==> src/rtl/ex_pipe_reg_pkg.sv <==
// Shared definitions for the ID/EX pipeline register: default field widths
// and the bit layout of the control and data words, so decode (packer) and
// execute (unpacker) agree on every subfield position.
package ex_pipe_reg_pkg;

  // Default widths of the two payload words and the monitor counters
  localparam int unsigned CTRL_W_DEF = 24;
  localparam int unsigned DATA_W_DEF = 169;
  localparam int unsigned CNT_W_DEF  = 16;

  // Control word layout (LSB first)
  localparam int unsigned REG_WE_BIT   = 0;
  localparam int unsigned JALX_BIT     = 1;
  localparam int unsigned BRANCH_LSB   = 2;
  localparam int unsigned BRANCH_W     = 3;
  localparam int unsigned ALU_SRC_BIT  = 5;
  localparam int unsigned ALU_CTRL_LSB = 6;
  localparam int unsigned ALU_CTRL_W   = 4;
  localparam int unsigned OP_LSB       = 10;
  localparam int unsigned OP_W         = 7;
  localparam int unsigned MEM_WE_BIT   = 17;
  localparam int unsigned MEM_RE_BIT   = 18;
  localparam int unsigned WB_CTR_LSB   = 19;
  localparam int unsigned WB_CTR_W     = 2;
  localparam int unsigned RSVD_LSB     = 21;
  localparam int unsigned RSVD_W       = 3;

  // Data word layout (LSB first). PCs are carried as 29-bit word addresses.
  localparam int unsigned IMM_LSB = 0;
  localparam int unsigned IMM_W   = 32;
  localparam int unsigned RD_LSB  = 32;
  localparam int unsigned REG_W   = 5;
  localparam int unsigned PCN_LSB = 37;
  localparam int unsigned PC_W    = 29;
  localparam int unsigned PC_LSB  = 66;
  localparam int unsigned RD1_LSB = 95;
  localparam int unsigned XLEN    = 32;
  localparam int unsigned RD2_LSB = 127;
  localparam int unsigned RS1_LSB = 159;
  localparam int unsigned RS2_LSB = 164;

  // Write-back source selector carried in the wb_ctr subfield
  typedef enum logic [1:0] {
    WB_ALU = 2'd0,
    WB_MEM = 2'd1,
    WB_PC4 = 2'd2,
    WB_IMM = 2'd3
  } wb_sel_e;

  // Structured view of the control word, MSB first, matching the offsets above
  typedef struct packed {
    logic [RSVD_W-1:0]     rsvd;
    wb_sel_e               wb_ctr;
    logic                  mem_re;
    logic                  mem_we;
    logic [OP_W-1:0]       op;
    logic [ALU_CTRL_W-1:0] alu_ctrl;
    logic                  alu_src;
    logic [BRANCH_W-1:0]   branch;
    logic                  jalx;
    logic                  reg_we;
  } ex_ctrl_t;

  // Structured view of the data word, MSB first, matching the offsets above
  typedef struct packed {
    logic [REG_W-1:0] rs2;
    logic [REG_W-1:0] rs1;
    logic [XLEN-1:0]  rd2;
    logic [XLEN-1:0]  rd1;
    logic [PC_W-1:0]  pc;
    logic [PC_W-1:0]  pcn;
    logic [REG_W-1:0] rd;
    logic [IMM_W-1:0] imm;
  } ex_data_t;

  // True when a control word would cause an architectural side effect
  function automatic logic ctrl_has_effect(input ex_ctrl_t c);
    return c.reg_we | c.mem_we | (|c.branch) | c.jalx;
  endfunction

endpackage

==> src/rtl/ex_pipe_reg_sat_counter.sv <==
// Saturating up-counter used for the stage's performance monitors. It
// sticks at all-ones instead of wrapping so long runs stay visibly pegged.
module ex_pipe_reg_sat_counter #(
  parameter int unsigned CNT_W = 16
) (
  input  logic             clk,
  input  logic             clr_i,
  input  logic             inc_i,
  output logic [CNT_W-1:0] cnt_o
);

  logic [CNT_W-1:0] cnt_q;
  logic [CNT_W-1:0] cnt_d;

  // Next count: step by one unless already at the ceiling
  always_comb begin
    cnt_d = cnt_q;
    if (inc_i && (cnt_q != {CNT_W{1'b1}})) begin
      cnt_d = cnt_q + CNT_W'(1);
    end
  end

  // Count register with synchronous clear
  always_ff @(posedge clk) begin
    if (clr_i) begin
      cnt_q <= '0;
    end else begin
      cnt_q <= cnt_d;
    end
  end

  assign cnt_o = cnt_q;

endmodule

==> src/rtl/ex_pipe_reg.sv <==
// ID/EX pipeline stage register with valid/ready handshake, optional skid
// entry, flush and bubble insertion. The main entry drives the outputs; an
// empty stage presents an all-zero control word so no stale write enable or
// branch ever reaches execute.
module ex_pipe_reg
  import ex_pipe_reg_pkg::*;
#(
  parameter int unsigned CTRL_W    = CTRL_W_DEF,
  parameter int unsigned DATA_W    = DATA_W_DEF,
  parameter bit          SKID      = 1'b1,
  parameter bit          ZERO_DATA = 1'b0,
  parameter int unsigned CNT_W     = CNT_W_DEF
) (
  input  logic              clk,
  input  logic              rst,
  input  logic              flush,
  input  logic              in_valid,
  output logic              in_ready,
  input  logic [CTRL_W-1:0] in_ctrl,
  input  logic [DATA_W-1:0] in_data,
  output logic              out_valid,
  input  logic              out_ready,
  output logic [CTRL_W-1:0] out_ctrl,
  output logic [DATA_W-1:0] out_data,
  output logic [CNT_W-1:0]  stall_cnt,
  output logic [CNT_W-1:0]  flush_cnt
);

  // Main entry (the one visible to execute)
  logic              main_valid_q;
  logic              main_valid_d;
  logic [CTRL_W-1:0] main_ctrl_q;
  logic [CTRL_W-1:0] main_ctrl_d;
  logic [DATA_W-1:0] main_data_q;
  logic [DATA_W-1:0] main_data_d;

  // Occupancy of the second entry; constant zero in single-entry builds
  logic skid_valid;

  logic accept;
  logic fire;

  assign fire   = main_valid_q & out_ready;
  assign accept = in_valid & in_ready;

  genvar gi;

  generate
    if (SKID) begin : g_skid
      logic              skid_valid_q;
      logic              skid_valid_d;
      logic [CTRL_W-1:0] skid_ctrl_q;
      logic [CTRL_W-1:0] skid_ctrl_d;
      logic [DATA_W-1:0] skid_data_q;
      logic [DATA_W-1:0] skid_data_d;

      // Two-entry routing: refill main from skid first so order is kept;
      // new payload lands in skid only while main is blocked.
      always_comb begin
        main_valid_d = main_valid_q;
        main_ctrl_d  = main_ctrl_q;
        main_data_d  = main_data_q;
        skid_valid_d = skid_valid_q;
        skid_ctrl_d  = skid_ctrl_q;
        skid_data_d  = skid_data_q;
        if (flush) begin
          main_valid_d = 1'b0;
          skid_valid_d = 1'b0;
        end else if (!main_valid_q || fire) begin
          if (skid_valid_q) begin
            // in_ready is low here, so nothing new can arrive this cycle
            main_valid_d = 1'b1;
            main_ctrl_d  = skid_ctrl_q;
            main_data_d  = skid_data_q;
            skid_valid_d = 1'b0;
          end else begin
            main_valid_d = accept;
            if (accept) begin
              main_ctrl_d = in_ctrl;
              main_data_d = in_data;
            end
          end
        end else if (accept) begin
          skid_valid_d = 1'b1;
          skid_ctrl_d  = in_ctrl;
          skid_data_d  = in_data;
        end
      end

      // Skid entry storage
      always_ff @(posedge clk) begin
        if (rst) begin
          skid_valid_q <= 1'b0;
          skid_ctrl_q  <= '0;
          skid_data_q  <= '0;
        end else begin
          skid_valid_q <= skid_valid_d;
          skid_ctrl_q  <= skid_ctrl_d;
          skid_data_q  <= skid_data_d;
        end
      end

      assign skid_valid = skid_valid_q;
      // Ready comes straight from a flop, breaking the ready path upstream
      assign in_ready   = ~skid_valid_q & ~rst;
    end else begin : g_single
      // Single entry: load whenever the slot is free or being drained
      always_comb begin
        main_valid_d = main_valid_q;
        main_ctrl_d  = main_ctrl_q;
        main_data_d  = main_data_q;
        if (flush) begin
          main_valid_d = 1'b0;
        end else if (!main_valid_q || fire) begin
          main_valid_d = accept;
          if (accept) begin
            main_ctrl_d = in_ctrl;
            main_data_d = in_data;
          end
        end
      end

      assign skid_valid = 1'b0;
      assign in_ready   = ~rst & (~main_valid_q | out_ready);
    end
  endgenerate

  // Main entry storage
  always_ff @(posedge clk) begin
    if (rst) begin
      main_valid_q <= 1'b0;
      main_ctrl_q  <= '0;
      main_data_q  <= '0;
    end else begin
      main_valid_q <= main_valid_d;
      main_ctrl_q  <= main_ctrl_d;
      main_data_q  <= main_data_d;
    end
  end

  // Output view: bubbles carry a zero control word
  always_comb begin
    out_valid = main_valid_q;
    out_ctrl  = main_valid_q ? main_ctrl_q : '0;
    out_data  = (ZERO_DATA && !main_valid_q) ? '0 : main_data_q;
  end

  // Performance monitors: index 0 counts stall cycles, index 1 counts
  // flushes that actually killed something.
  logic [1:0]       cnt_inc;
  logic [CNT_W-1:0] cnt_val [2];

  assign cnt_inc[0] = main_valid_q & ~out_ready & ~flush;
  assign cnt_inc[1] = flush & (main_valid_q | skid_valid);

  generate
    for (gi = 0; gi < 2; gi++) begin : g_cnt
      ex_pipe_reg_sat_counter #(
        .CNT_W(CNT_W)
      ) u_cnt (
        .clk  (clk),
        .clr_i(rst),
        .inc_i(cnt_inc[gi]),
        .cnt_o(cnt_val[gi])
      );
    end
  endgenerate

  assign stall_cnt = cnt_val[0];
  assign flush_cnt = cnt_val[1];

endmodule

==> config.mk <==
export PLATFORM = sky130hd
export DESIGN_NAME = ex_pipe_reg
export DESIGN_NICKNAME = d
export VERILOG_FILES = /design/src/rtl/ex_pipe_reg_pkg.sv /design/src/rtl/ex_pipe_reg_sat_counter.sv /design/src/rtl/ex_pipe_reg.sv
export SDC_FILE = /design/constraint.sdc
export NUM_CORES = 1
export LEC_CHECK = 0
export ABC_AREA = 1
export BUFFER_PORTS_ARGS = -buffer_cell sky130_fd_sc_hd__clkbuf_2
export CORE_ASPECT_RATIO = 0.8
export CORE_UTILIZATION = 40
export DETAILED_ROUTE_END_ITERATION = 6
export GPL_ROUTABILITY_DRIVEN = 0
export MAX_ROUTING_LAYER = met4
export SYNTH_ARGS = -nofsm -noshare
export SYNTH_HDL_FRONTEND = slang
export SYNTH_HIERARCHICAL = 1
export SYNTH_SLANG_ARGS = --single-unit
export TNS_END_PERCENT = 30
==> constraint.sdc <==
create_clock -name clk -period 6.05 [get_ports clk]
set_clock_uncertainty 0.1 [all_clocks]
set_input_delay 0.605 -clock clk [delete_from_list [all_inputs] [get_ports clk]]
set_output_delay 0.605 -clock clk [all_outputs]
set_load 0.05 [all_outputs]
Word level (Yosys, flattened, before mapping)

Cells that the tools add are included.

Order comparisons: 0
Bitwise logic cells: 12
Equal/unequal tests: 2
Mux-type cells: 6
Reductions and logical operators: 9
Add/subtract/negate cells: 2
Shift operators: 0
Multipliers: 0
Divide/modulo/power cells: 0

Operator list:

| cell                                                            | number |
|---|---|
| 169-bit 2-to-1 mux                                              | 2 |
| 24-bit 2-to-1 mux                                               | 3 |
| 16-bit by 1-bit adder with 16-bit output, second input constant | 2 |
| 16-bit != test, second input constant                           | 2 |
| 1-bit bitwise AND                                               | 6 |
| 3-bit AND reduction                                             | 2 |
| 1-bit NOT                                                       | 5 |
| 3-bit OR reduction                                              | 1 |
| 1-bit logical AND                                               | 2 |
| 2-bit nonzero test                                              | 1 |
| 2-bit OR reduction                                              | 1 |
| 1-bit logical NOT                                               | 1 |
| 1-bit logical OR                                                | 1 |
| 1-bit 2-to-1 mux                                                | 1 |
| 1-bit bitwise OR                                                | 1 |

Output and inout bits: 227
Memories: 0
Bits of input ports: 198
Word-level logic and storage cells: 39
RAM bits: 0
Bits in registers: 420
Bits in read-only memories: 0
Bits in latches: 0

Logic depth before layout (Yosys ltp)

Word-level depth: 5
Gate-level depth with buffers: 13
Gate-level depth less buffers: 10

Cells and area by module

Netlist, hierarchy kept.

By module, submodules not included:

| module                  | seq. area each (sq um) | area each (sq um) | instances | cells each |
|---|---|---|---|---|
| ex_pipe_reg             | 7767.4                 | 18681.7           | 1         | 3158 |
| ex_pipe_reg_sat_counter | 320.3                  | 929.6             | 2         | 149 |

Worst setup path before layout

OpenSTA, ideal clock, no wires.

Path type: input to register
Start: in rst
End: reg g_skid.skid_data_q[110]
Data arrival time: 2173 ps
Stages on the path: 8
Library setup time: 113 ps
Path buffers: 2
Slack: 3665 ps
Required time: 5837 ps
Path through: nor2_1 > nand2_1 > nor2_4 > buf_4 > buf_2 > nand2_1 > nand2_1 > nor2_1

Longest elaborated chain between the ends: 4

RTL lines:

| element                       | line               | RTL |
|---|---|---|
| from (decl)                   | ex_pipe_reg.sv:15  | `input logic rst,` |
| 1-bit NOT                     | ex_pipe_reg.sv:105 | `assign in_ready = ~skid_valid_q & ~rst;` |
| 1-bit bitwise AND             | ex_pipe_reg.sv:105 |  |
| 1-bit bitwise AND             | ex_pipe_reg.sv:44  | `assign accept = in_valid & in_ready;` |
| 3-bit AND reduction (no line) | --                 |  |
| to (signal assigned)          | ex_pipe_reg.sv:99  | `skid_data_q <= skid_data_d;` |
| to (decl)                     | ex_pipe_reg.sv:54  | `logic [DATA_W-1:0] skid_data_q;` |

Parallel ways exist; a longest one is shown, timed or not.
A chain may end at the register's enable or synchronous reset.

Final worst setup path

Start: reg g_skid.skid_valid_q
End: reg g_skid.skid_data_q[23]

Longest elaborated chain between the ends: 4

RTL lines:

| element                       | line               | RTL |
|---|---|---|
| from (decl)                   | ex_pipe_reg.sv:50  | `logic skid_valid_q;` |
| from (signal assigned)        | ex_pipe_reg.sv:97  | `skid_valid_q <= skid_valid_d;` |
| 1-bit NOT                     | ex_pipe_reg.sv:105 |  |
| 1-bit bitwise AND             | ex_pipe_reg.sv:105 |  |
| 1-bit bitwise AND             | ex_pipe_reg.sv:44  |  |
| 3-bit AND reduction (no line) | --                 |  |

No other way between the ends.

==> reports/qor.yml <==
status:
  outcome: "finished clean"
power:
  power.share.sequential_pct: 44.6
  p_int_mw: 4.70
  combPwrFrac_pct: 11.9
  netSwitchingPower_mw: 1.76
  leakage_nw: 13.5
  power_density_nw_per_um2: 267
  clockPowerShare_pct: 43.5
  power.share.switching_pct: 27.2
  ir_drop_mv: 0.197
  total_power_mw: 6.47
clocking:
  ctsHoldBuffers: 0
  clock_latency_ns: 0.56
  cts_setup_buffers: 0
  cts.repair.resized: 0
  cts_num_sinks: 420
  cts_max_level: 2
  cts-buffers-inserted: 46
  cts_root_buf: "clkbuf_16"
  cts_tree: "yes"
  clk_pin_slew_ns: 0.06
  clockBufferDepth: 3
cells_and_area:
  num-nets-final: 3947
  final_common_cell: "nor2_1"
  utilization_pct: 48.4
  layout.cells.non_filler: 4465
  final_cell_mix: "nor2_1 (1231), nand2_1 (892), inv_1 (434), clkbuf_2 (424), dfxtp_1 (419)"
  syn_to_final_growth_pct: 18.1
  drive_gt1_share_pct: 14.5
route:
  routed_wirelength_mm: 55.6
  drc: 0
  drt_iter0_markers: 1201
  drt_first_pass_iters: 6
  wl_per_cell_um: 12.5
  final_antenna_net_count: 0
  avgViaCountPerCell: 4.40
  vias: 19700
logic_synthesis:
  synth_top_area_share_pct: 40.9
  synthesis.area_um2: 20500
  synth_nets: 3656
  synth-seq-area-share_pct: 40.9
  synth_seq_cells: 420
  synth_top_area_cell: "dfxtp_1"
  postSynthAreaPerCell_um2: 5.94
  ys_top_cells_by_area: "dfxtp_1 (41%), nor2_1 (22%), nand2_1 (16%), inv_1 (7.9%), nand3_1 (5.3%)"
  syn_inst: 3456
  yosysWarnings: 6
  synth.distinct_cells: 21
grt:
  use_met3_pct: 3.63
  grt_pass1_vias: 17600
  grt_pass1_wl_mm: 90.7
  gr-usage-all-layers_pct: 21.6
  use_met2_pct: 33.5
  grt_max_degree: 237
  grt.busiest_layer: "met2"
  antenna_found_initial: 8
  grtUsageMet1_pct: 28.5
  gr-total-overflow: 0
die:
  dieArea_um2: 52300
  dieWidth_um: 255
  num_rows: 73
  io_pins: 425
  die-height_um: 205
  core-area_um2: 50100
  initial_core_util_pct: 41.0
worst_setup_path:
  crit_fanout: 96
  ff2ff_setup_slack_ns: 3.05
  worstSetupPathType: "reg2reg"
  rr_startpoint: "g_skid.skid_valid_q"
  r2r-end: "g_skid.skid_data_q[23]"
  worstPathRequired_ns: 6.41
  ff2ff_path_depth: 8
  worstPathArrival_ns: 3.35
  crit_path_start_kind: "flip-flop"
  crit_path_end_kind: "flip-flop"
timing:
  min_period_ns: 3.00
  rsz0062_at_grt: "no"
  relSlewSlack_pct: 19.9
  drv_slew: 0
  hold_viol: 0
  setup_viol: 0
  worst_slew_pin_slew_ns: 1.20
  finalCritPeriodShare_pct: 49.5
  worst_hold_slack_ns: 0.237
  setup_tns_ns: 0
  fmax_mhz: 334
min_path:
  min_from: "in_data[20]"
  hold_depth: 5
  hp-class: "in2reg"
  min_to: "g_skid.skid_data_q[20]"
placement:
  io_buffer_count: 424
  dpl.cell_count: 4374
  dp_hpwl_mm: 35.3
run:
  cap_violations: 0
## layout make-up
class                   instances  area, µm²
clock inverters                10       82.6
multi-input cells            2404       9520
inverters                     435       1640
flip-flops and latches        420       8410
fillers                      5404      25900
diodes                          8       20.0
well taps                     675        845
clock buffers                  73       1420
repair buffers                440       2300
## per-stage QoR
step                      worst slack, ns  instance area [µm²]
after floorplan                      3.66                20500
after global routing                 2.72                24300
after detailed placement             2.86                22700
final                                3.05                24300
after global placement               2.91                22700
after CTS                            3.04                24200
## worst max path at each step
stage,from,end,depth (start not counted)
6_report,g_skid.skid_valid_q,g_skid.skid_data_q[23],8
4_1_cts,g_skid.skid_valid_q,g_skid.skid_data_q[23],8
5_1_grt,g_skid.skid_valid_q,g_skid.skid_data_q[23],8
2_1_floorplan,rst,g_skid.skid_data_q[110],8
3_5_place_dp,rst,g_skid.skid_data_q[31],9
3_3_place_gp,rst,g_skid.skid_data_q[23],9
## sequential cells by signal (all words and copies together), names as in the netlist
register             cells
g_skid.skid_valid_q      1
out_data               169
g_skid.skid_data_q     169
g_skid.skid_ctrl_q      24
g_cnt.u_cnt/cnt_o       32
main_ctrl_q             24
out_valid                1
## routing by layer
metal	vias to the layer above	wire (µm)
met3	98	2580
li1	10700	-
met4	0	1590
met1	8555	27100
met2	343	24400
met5	-	0
## synth_stat cells
master / count
buf_4: 33
o21bai_1: 1
nor2_4: 5
or2_0: 2
nand2_1: 892
a21oi_1: 17
inv_1: 434
nand4_1: 6
buf_2: 107
dfxtp_1: 420
buf_1: 21
inv_2: 1
nor2_1: 1231
ha_1: 2
nor3_1: 3
nor2_2: 21
clkbuf_1: 34
clkbuf_4: 2
nand3_1: 218
nor2_8: 2
nand2_2: 4
## kinds of logic after synthesis
family | share of synthesized area, %
AND/OR/NAND/NOR | 45.7
buffers and inverters | 12.8
flip-flops | 40.9
AO/OA/AOI/OAI | 0.451
adder cells (fa/ha/maj) | 0.122
## power by group through the flow
stage / registers (mW) / clock network (mW) / logic [mW]
2_1_floorplan: 3.14 / 0 / 0.347
3_3_place_gp: 2.95 / 0 / 0.773
3_5_place_dp: 2.95 / 0 / 0.772
4_1_cts: 2.89 / 2.90 / 0.775
5_1_grt: 2.89 / 3.02 / 0.848
6_report: 2.89 / 2.81 / 0.768
## critical path, cell delays in order, from the launching register on
cell     delay (ns)
dfxtp_4        0.54
nor2_1         0.21
nand2_1        0.11
nor2_4         0.15
buf_4          0.60
buf_4          0.84
nand2_1        0.12
nand2_1        0.10
nor2_1         0.05
No activity file was read; power rests on OpenSTA's default activity.
